**config.mk**
```make
export PLATFORM = sky130hd
export DESIGN_NAME = ram_reader
export DESIGN_NICKNAME = d
export VERILOG_FILES = /design/src/rtl/ram_reader_pkg.sv /design/src/rtl/ram_reader_addr_counter.sv /design/src/rtl/ram_reader.sv
export SDC_FILE = /design/constraint.sdc
export NUM_CORES = 1
export LEC_CHECK = 0
export CAP_MARGIN = 15
export CORE_MARGIN = 2
export CORE_UTILIZATION = 25
export DETAILED_ROUTE_END_ITERATION = 12
export HOLD_SLACK_MARGIN = 0.06
export MAX_ROUTING_LAYER = met4
export PLACE_DENSITY = 0.48
export SLEW_MARGIN = 20
export SYNTH_ARGS = -nofsm -noshare
export SYNTH_HDL_FRONTEND = slang
export SYNTH_HIERARCHICAL = 1
export SYNTH_SLANG_ARGS = --single-unit
```
**constraint.sdc**
```tcl
create_clock -name clock -period 4.2 [get_ports clock]
set_input_delay 1.26 -clock clock [delete_from_list [all_inputs] [get_ports clock]]
set_output_delay 1.26 -clock clock [all_outputs]
set_load 0.05 [all_outputs]
```
**src/rtl/ram_reader_pkg.sv**
```systemverilog
// rtl/ram_reader_pkg.sv - shared state encoding and widths for the RAM range reader
package ram_reader_pkg;

  typedef enum logic [1:0] {
    S_IDLE    = 2'd0,
    S_WAIT    = 2'd1,
    S_PRESENT = 2'd2,
    S_FIN     = 2'd3
  } state_t;

  localparam int WAIT_W = 4;

endpackage

```
**src/rtl/ram_reader_addr_counter.sv**
```systemverilog
// rtl/ram_reader_addr_counter.sv - loadable wrapping address counter (PC-shaped)
module addr_counter #(
  parameter int ADDR_W = 6
) (
  input  logic              clk_i,
  input  logic              reset_i,
  input  logic              load_i,
  input  logic              inc_i,
  input  logic [ADDR_W-1:0] load_val_i,
  output logic [ADDR_W-1:0] addr_o
);

  logic [ADDR_W-1:0] addr_q, addr_d;

  // Load wins over increment; increment wraps naturally at 2^ADDR_W.
  always_comb begin
    addr_d = addr_q;
    if (load_i) begin
      addr_d = load_val_i;
    end else if (inc_i) begin
      addr_d = addr_q + ADDR_W'(1);
    end
  end

  always_ff @(posedge clk_i) begin
    if (reset_i) begin
      addr_q <= '0;
    end else begin
      addr_q <= addr_d;
    end
  end

  assign addr_o = addr_q;

endmodule

```
**src/rtl/ram_reader.sv**
```systemverilog
// rtl/ram_reader.sv - scans a RAM address range onto a valid/ready stream
// Optional RAM_READER_CHECKSUM_EN adds a running modular sum of transferred words.
module ram_reader
  import ram_reader_pkg::*;
#(
  parameter int WIDTH   = 16,
  parameter int ADDR_W  = 6,
  parameter int RD_WAIT = 1
) (
  input  logic              clock,
  input  logic              reset,
  input  logic              start,
  input  logic [ADDR_W-1:0] base,
  input  logic [ADDR_W:0]   count,
  output logic [ADDR_W-1:0] mem_address,
  input  logic [WIDTH-1:0]  mem_out,
  output logic [WIDTH-1:0]  data_out,
  output logic              data_valid,
  input  logic              data_ready,
  output logic              busy,
  output logic              done
`ifdef RAM_READER_CHECKSUM_EN
  ,
  output logic [WIDTH-1:0]  checksum
`endif
);

  localparam logic [WAIT_W-1:0] RD_WAIT_V = WAIT_W'(RD_WAIT);

  state_t            state_q, state_d;
  logic [ADDR_W:0]   remaining_q, remaining_d;
  logic [WAIT_W-1:0] wait_q, wait_d;
  logic [WIDTH-1:0]  data_q, data_d;
  logic              valid_q, valid_d;
  logic              busy_q, busy_d;
  logic              done_q, done_d;
  logic              addr_load, addr_inc;
  logic              xfer;
`ifdef RAM_READER_CHECKSUM_EN
  logic [WIDTH-1:0]  csum_q, csum_d;
`endif

  addr_counter #(.ADDR_W(ADDR_W)) u_addr (
    .clk_i      (clock),
    .reset_i    (reset),
    .load_i     (addr_load),
    .inc_i      (addr_inc),
    .load_val_i (base),
    .addr_o     (mem_address)
  );

  assign xfer = valid_q & data_ready;

  always_comb begin
    state_d     = state_q;
    remaining_d = remaining_q;
    wait_d      = wait_q;
    data_d      = data_q;
    valid_d     = valid_q;
    busy_d      = busy_q;
    done_d      = 1'b0;
    addr_load   = 1'b0;
    addr_inc    = 1'b0;
`ifdef RAM_READER_CHECKSUM_EN
    csum_d      = csum_q;
`endif
    case (state_q)
      S_IDLE: begin
        if (start) begin
`ifdef RAM_READER_CHECKSUM_EN
          csum_d = '0;
`endif
          if (count != '0) begin
            addr_load   = 1'b1;
            remaining_d = count;
            wait_d      = '0;
            busy_d      = 1'b1;
            state_d     = S_WAIT;
          end else begin
            done_d = 1'b1;
          end
        end
      end
      // Address is held RD_WAIT full cycles before the capture edge.
      S_WAIT: begin
        if (wait_q == RD_WAIT_V) begin
          data_d  = mem_out;
          valid_d = 1'b1;
          state_d = S_PRESENT;
        end else begin
          wait_d = wait_q + WAIT_W'(1);
        end
      end
      S_PRESENT: begin
        if (xfer) begin
          valid_d     = 1'b0;
          remaining_d = remaining_q - (ADDR_W+1)'(1);
`ifdef RAM_READER_CHECKSUM_EN
          csum_d      = csum_q + data_q;
`endif
          if (remaining_q == (ADDR_W+1)'(1)) begin
            state_d = S_FIN;
          end else begin
            addr_inc = 1'b1;
            wait_d   = '0;
            state_d  = S_WAIT;
          end
        end
      end
      S_FIN: begin
        done_d  = 1'b1;
        busy_d  = 1'b0;
        state_d = S_IDLE;
      end
      default: state_d = S_IDLE;
    endcase
  end

  always_ff @(posedge clock) begin
    if (reset) begin
      state_q     <= S_IDLE;
      remaining_q <= '0;
      wait_q      <= '0;
      data_q      <= '0;
      valid_q     <= 1'b0;
      busy_q      <= 1'b0;
      done_q      <= 1'b0;
`ifdef RAM_READER_CHECKSUM_EN
      csum_q      <= '0;
`endif
    end else begin
      state_q     <= state_d;
      remaining_q <= remaining_d;
      wait_q      <= wait_d;
      data_q      <= data_d;
      valid_q     <= valid_d;
      busy_q      <= busy_d;
      done_q      <= done_d;
`ifdef RAM_READER_CHECKSUM_EN
      csum_q      <= csum_d;
`endif
    end
  end

  assign data_out   = data_q;
  assign data_valid = valid_q;
  assign busy       = busy_q;
  assign done       = done_q;
`ifdef RAM_READER_CHECKSUM_EN
  assign checksum   = csum_q;
`endif

endmodule

```
* Yosys cells after proc, flatten, opt, wreduce, memory -nomap -nowiden
Cells that the tools add are included.
Cells by class: reduce and logical (&&, ||, !) cells 13, $add $sub $neg 3, muxes and demuxes 33, bitwise operators 1, equality and inequality tests 11
Operators with widths (count):
- 7-bit 2-to-1 mux | 3
- 4-bit 2-to-1 mux | 5
- 7-bit case mux with 2 select lines | 1
- 1-bit 2-to-1 mux | 12
- 6-bit 2-to-1 mux | 2
- 2-bit != test (second input constant) | 6
- 4-bit case mux with 3 select lines | 1
- 2-bit 2-to-1 mux | 5
- 2-bit case mux with 4 select lines | 1
- 4-bit AND reduction | 2
- 2-bit nonzero test | 4
- 7-bit by 1-bit equality test with 1-bit output (second input constant) | 1
- 7-bit nonzero test | 1
- 7-bit by 1-bit subtractor with 7-bit output (second input constant) | 1
- 6-bit by 1-bit adder with 6-bit output (second input constant) | 1
- 1-bit case mux with 2 select lines | 3
- 3-bit AND reduction | 2
- 6-bit AND reduction | 1
- 4-bit by 1-bit adder with 4-bit output (second input constant) | 1
- 2-bit equality test (second input constant) | 2
- 4-bit by 1-bit equality test with 1-bit output (second input constant) | 1
- 3-bit nonzero test | 1
- 2-bit by 1-bit equality test with 1-bit output (second input constant) | 1
- 2-bit zero test | 1
- other kinds (2) | 2
Word-level totals: output and inout bits 25, logic and storage cells 69, bits in registers 38, bits of input ports 33

* Logic depth before layout (Yosys ltp)
depth after elaboration 6, gate-level depth with buffers 8, depth with buffers taken out 8

* Cells and area by module
The synthesis kept the hierarchy.
By module, submodules not included:
- ram_reader | sequential area each 640.6 sq um, instances 1, cells each 216, area each 1729.2 sq um
- addr_counter | sequential area each 120.1 sq um, instances 1, cells each 32, area each 299.0 sq um

* Worst setup path after synthesis
Ideal clock, no wire load.
path kind input -> register, start input port count[2], end register u_addr.addr_q[5], in the netlist u_addr/addr_o[5], path slack 1.465 ns, required time 4.109 ns, arrival time 2.644 ns, buffers on the path 0, setup time 0.091 ns, cell stages on the path 6, cell sequence or4_4 -> o21bai_1 -> inv_1 -> clkinv_1 -> nor2_1 -> a311oi_1
Between the ends: word-level cells in the longest chain between the ends 5, elaborated cells on any way between the ends 6, those cells by class mux (4); reduce/logical (2)
RTL lines:
- start, declared | line ram_reader.sv:14 | input logic [ADDR_W:0] count,
- 7-bit nonzero test * | line ram_reader.sv:73 | if (count != '0) begin
- 1-bit 2-to-1 mux * | line ram_reader.sv:73
- 1-bit 2-to-1 mux * | line ram_reader.sv:69 | if (start) begin
- 1-bit 2-to-1 mux * | line ram_reader.sv:67 | case (state_q)
- via addr_load | line ram_reader.sv:37 | logic addr_load, addr_inc;
- 6-bit 2-to-1 mux or 2-bit nonzero test (tied branches)
- end signal, assigned | line ram_reader_addr_counter.sv:29 | addr_q <= addr_d;
- end, declared | line ram_reader_addr_counter.sv:13 | logic [ADDR_W-1:0] addr_q, addr_d;
Mark *: on every way through the listed nets, which the timed path passes. The rest lies on a longest branch. A chain may end at the register's enable or synchronous reset.

* Worst setup path after layout
Same ends and word-level chain as after synthesis.

==> run summary <==
CTS Buf Count - 5
top post-synthesis cells by count - 45 x nand2_1, 38 x dfxtp_1, 26 x a21oi_1, 14 x nor2_1
Die X - 94.07 um
switching share of power - 39.92%
clock sink total - 38
area leader, netlist - dfxtp_1
library cells used by synthesis - 52
Hold-fix buffers, CTS - 0
Critical R2R Capture - wait_q[3]$_SDFFE_PP0P_
Vias - 1920
worst min-delay path endpoint - data_out[7]$_SDFFE_PP0P_
Setup CP Type - in2reg
cell-internal power - 0.8440 mW
DR WL/cell - 13.32 um
WHS Path Cells - 2
sequential-to-total area share from yosys stat - 37.51%
crit path max fanout - 9
DP Wirelength - 3.865 mm
Clock transition at path regs - 0.08 ns
Worst Hold Launch - data_out[7]$_SDFFE_PP0P_
Post-Syn Area per Cell - 8.178 um^2
startpoint types - input port
DR vias/cell - 4.729
#FFs+latches synth - 38
Switching Power - 0.5608 mW
Antenna Nets Post-Route - 0
setup_tns - 0 ns
Worst-Margin Slew - 0.9777 ns
Setup crit end kind - flop
first-pass GRT wire length - 8.783 mm
CTS resizes - 0
setup bufs post-CTS - 0
Ys Warns - 6
Layout area overhead - 38.43%
drc violations - 0
Final Core Density - 35.96%
deepest clock path buffer count - 2
largest cells by area after synthesis - dfxtp_1 38%, nand2_1 8.3%, a21oi_1 6.4%
clock share of power - 21.9%
WL final - 5.407 mm
RSZ-0062 raised after global routing - no
Hold Crit Class - reg2reg
FP Rows - 32
max frequency - 0.3208 GHz
syn_nets - 291
power per cell area - 500.3 mW/mm^2
synthesized area - 0.002028 mm^2
period utilisation layout - 74.22%
Final nets - 346
Initial Util - 25.98%
Final Wtd Congestion - 0.8028
Crit path required time - 4.39 ns
WP data arrival - 3.31 ns
RR Startpoint - state_q[1]$_SDFFE_PP0P_
slack of the critical path - 1.083 ns
register-to-register setup slack - 1.60 ns
initial antenna violation count - 0
Tmin final - 3.117 ns
Yosys top cell area share - 37.51%
slowest cell on the critical path - or4_4
Leak - 0.9841 nW
GRT Util Overall - 12.77%
status - completed
Max Slew Vio Count - 0
number of flops mapped to enable cells by yosys - 0
CTS tree - yes
core box area - 0.007807 mm^2
GR Overflow Total - 0
H-tree levels - 2
Combinational Power Share - 43.2%
Post-synth top flop - dfxtp_1
worst-case reg-to-reg path depth - 6
vias in the first global route - 1779
clk_skew - 0.01009 ns
clock root buffer - clkbuf_8
I/O Buffers - 57
Async S/R FF share, synth - 0%
count leader, synth - nand2_1
critical-path cell list - clkdlybuf4s50_1, or4_4, o21bai_1, inv_1, clkinv_1, nor2_1, a311oi_1
layout cell share with drive strength beyond 1 - 6.579%
maximum VDD drop - 0.0001738 V
Die Area - 0.008849 mm^2
crit-path max cell delay - 0.58 ns
pin count of the biggest net entering global routing - 25
Worst-Skew Late Latency - 0.29 ns
FILL cells - 817
diode count - 0
part of the power in registers - 34.9%
total of max-cap violations - 0
io pins - 58
Fin. Hold Viols - 0
initial drt markers - 64
Tot Pwr - 1.405 mW
Setup WS pre-CTS - 0.7976 ns
Initial DRT Pass Iterations - 4
final setup fails - 0
post-synthesis cell count - 248
Slew HR - 34.46%
Die Height - 94.07 um
[critical path: cells and delay by family]
kind,cells,cell delay [ns]
buf+inv,3,0.75
compound gates,2,0.65
simple gates,2,0.65
[flip-flops by register name, summed over array words and instances (netlist names)]
name / count
data_out: 16
state_q: 2
wait_q: 4
data_valid: 1
done: 1
u_addr/addr_o: 6
remaining_q: 7
busy: 1
[cells by family after synthesis]
logic type	synth area share, %
AND/OR/NAND/NOR	25.05
AO/OA/AOI/OAI	22.89
flip-flops	37.51
buffers and inverters	4.627
adder cells (fa/ha/maj)	6.169
XOR/XNOR	1.727
multiplexers	2.036
[per-stage QoR]
stage          cells  hold WS, ns  instance area, um^2
4_1_cts          406       0.4583                 2808
6_report         406       0.4551                 2808
3_5_place_dp     398       0.4470                 2701
5_1_grt          406       0.4725                 2808
3_3_place_gp     398       0.4428                 2701
2_1_floorplan    248       0.4667                 2028
[worst max path at each step]
stage,start,to,slack [ns],cells past startpoint
finish,count[2],u_addr/addr_o[5]$_SDFFE_PP0P_,1.08,7
global route,count[2],u_addr/addr_o[5]$_SDFFE_PP0P_,0.96,7
CTS,count[2],u_addr/addr_o[5]$_SDFFE_PP0P_,1.11,7
detailed placement,count[2],u_addr/addr_o[5]$_SDFFE_PP0P_,0.80,7
global placement,count[2],u_addr/addr_o[0]$_SDFFE_PP0P_,0.84,7
floorplan,count[2],u_addr/addr_o[5]$_SDFFE_PP0P_,1.46,6
[placed cells by master (no fill, tap or decap), types with 2 or more instances in the layout]
master	netlist	routed
o21a_1	2	2
o22ai_1	3	3
o31ai_1	4	4
a211oi_1	6	6
o31a_1	2	2
clkbuf_8	0	5
or3b_2	2	2
mux2i_1	3	3
buf_4	1	3
o21ai_0	6	6
a21oi_1	26	26
or3_1	2	2
nor3_1	3	2
nor2b_1	3	3
o211a_1	2	2
ha_1	10	10
clkbuf_1	8	2
nor2_1	14	14
inv_1	10	10
nand2b_1	8	8
nand2_1	45	45
dfxtp_1	38	38
a22oi_1	2	2
nand4_1	4	4
nand4b_1	2	2
nand3_1	5	5
nor4_1	2	2
or4_1	3	3
clkdlybuf4s50_1	0	57
xor2_1	4	4
o32ai_1	3	3
[power groups by stage]
stage                     clock [mW]  combinational (mW)  sequential, mW
after floorplan                    0               0.356           0.570
after global placement             0               0.608           0.498
after detailed placement           0               0.604           0.498
after CTS                      0.326               0.607           0.490
after global routing           0.337               0.666           0.501
final                          0.308               0.607           0.490
[area by class of cell]
class	count	area (um^2)	share of cell area (%)
Clock inverter	1	30.03	1.070
Sequential cell	38	760.7	27.09
Clock buffer	7	76.32	2.718
Tap cell	102	127.6	4.545
Inverter	11	41.29	1.471
Timing Repair Buffer	60	593.1	21.12
Multi-Input combinational cell	187	1179	41.98
[routing by layer]
| metal | GRT usage (%) | vias to the layer above | part of all wire [%] | wire (um) |
|---|---|---|---|---|
| met4 | 3.502 | 0 | 1.1 | 60 |
| met2 | 19.11 | 39 | 43 | 2325 |
| met3 | 2.889 | 5 | 4.3 | 231 |
| li1 | - | 1004 | - | - |
| met1 | 17.36 | 872 | 52 | 2790 |
| met5 | - | - | 0 | 0 |
No activity file was read; power rests on OpenSTA's default activity.
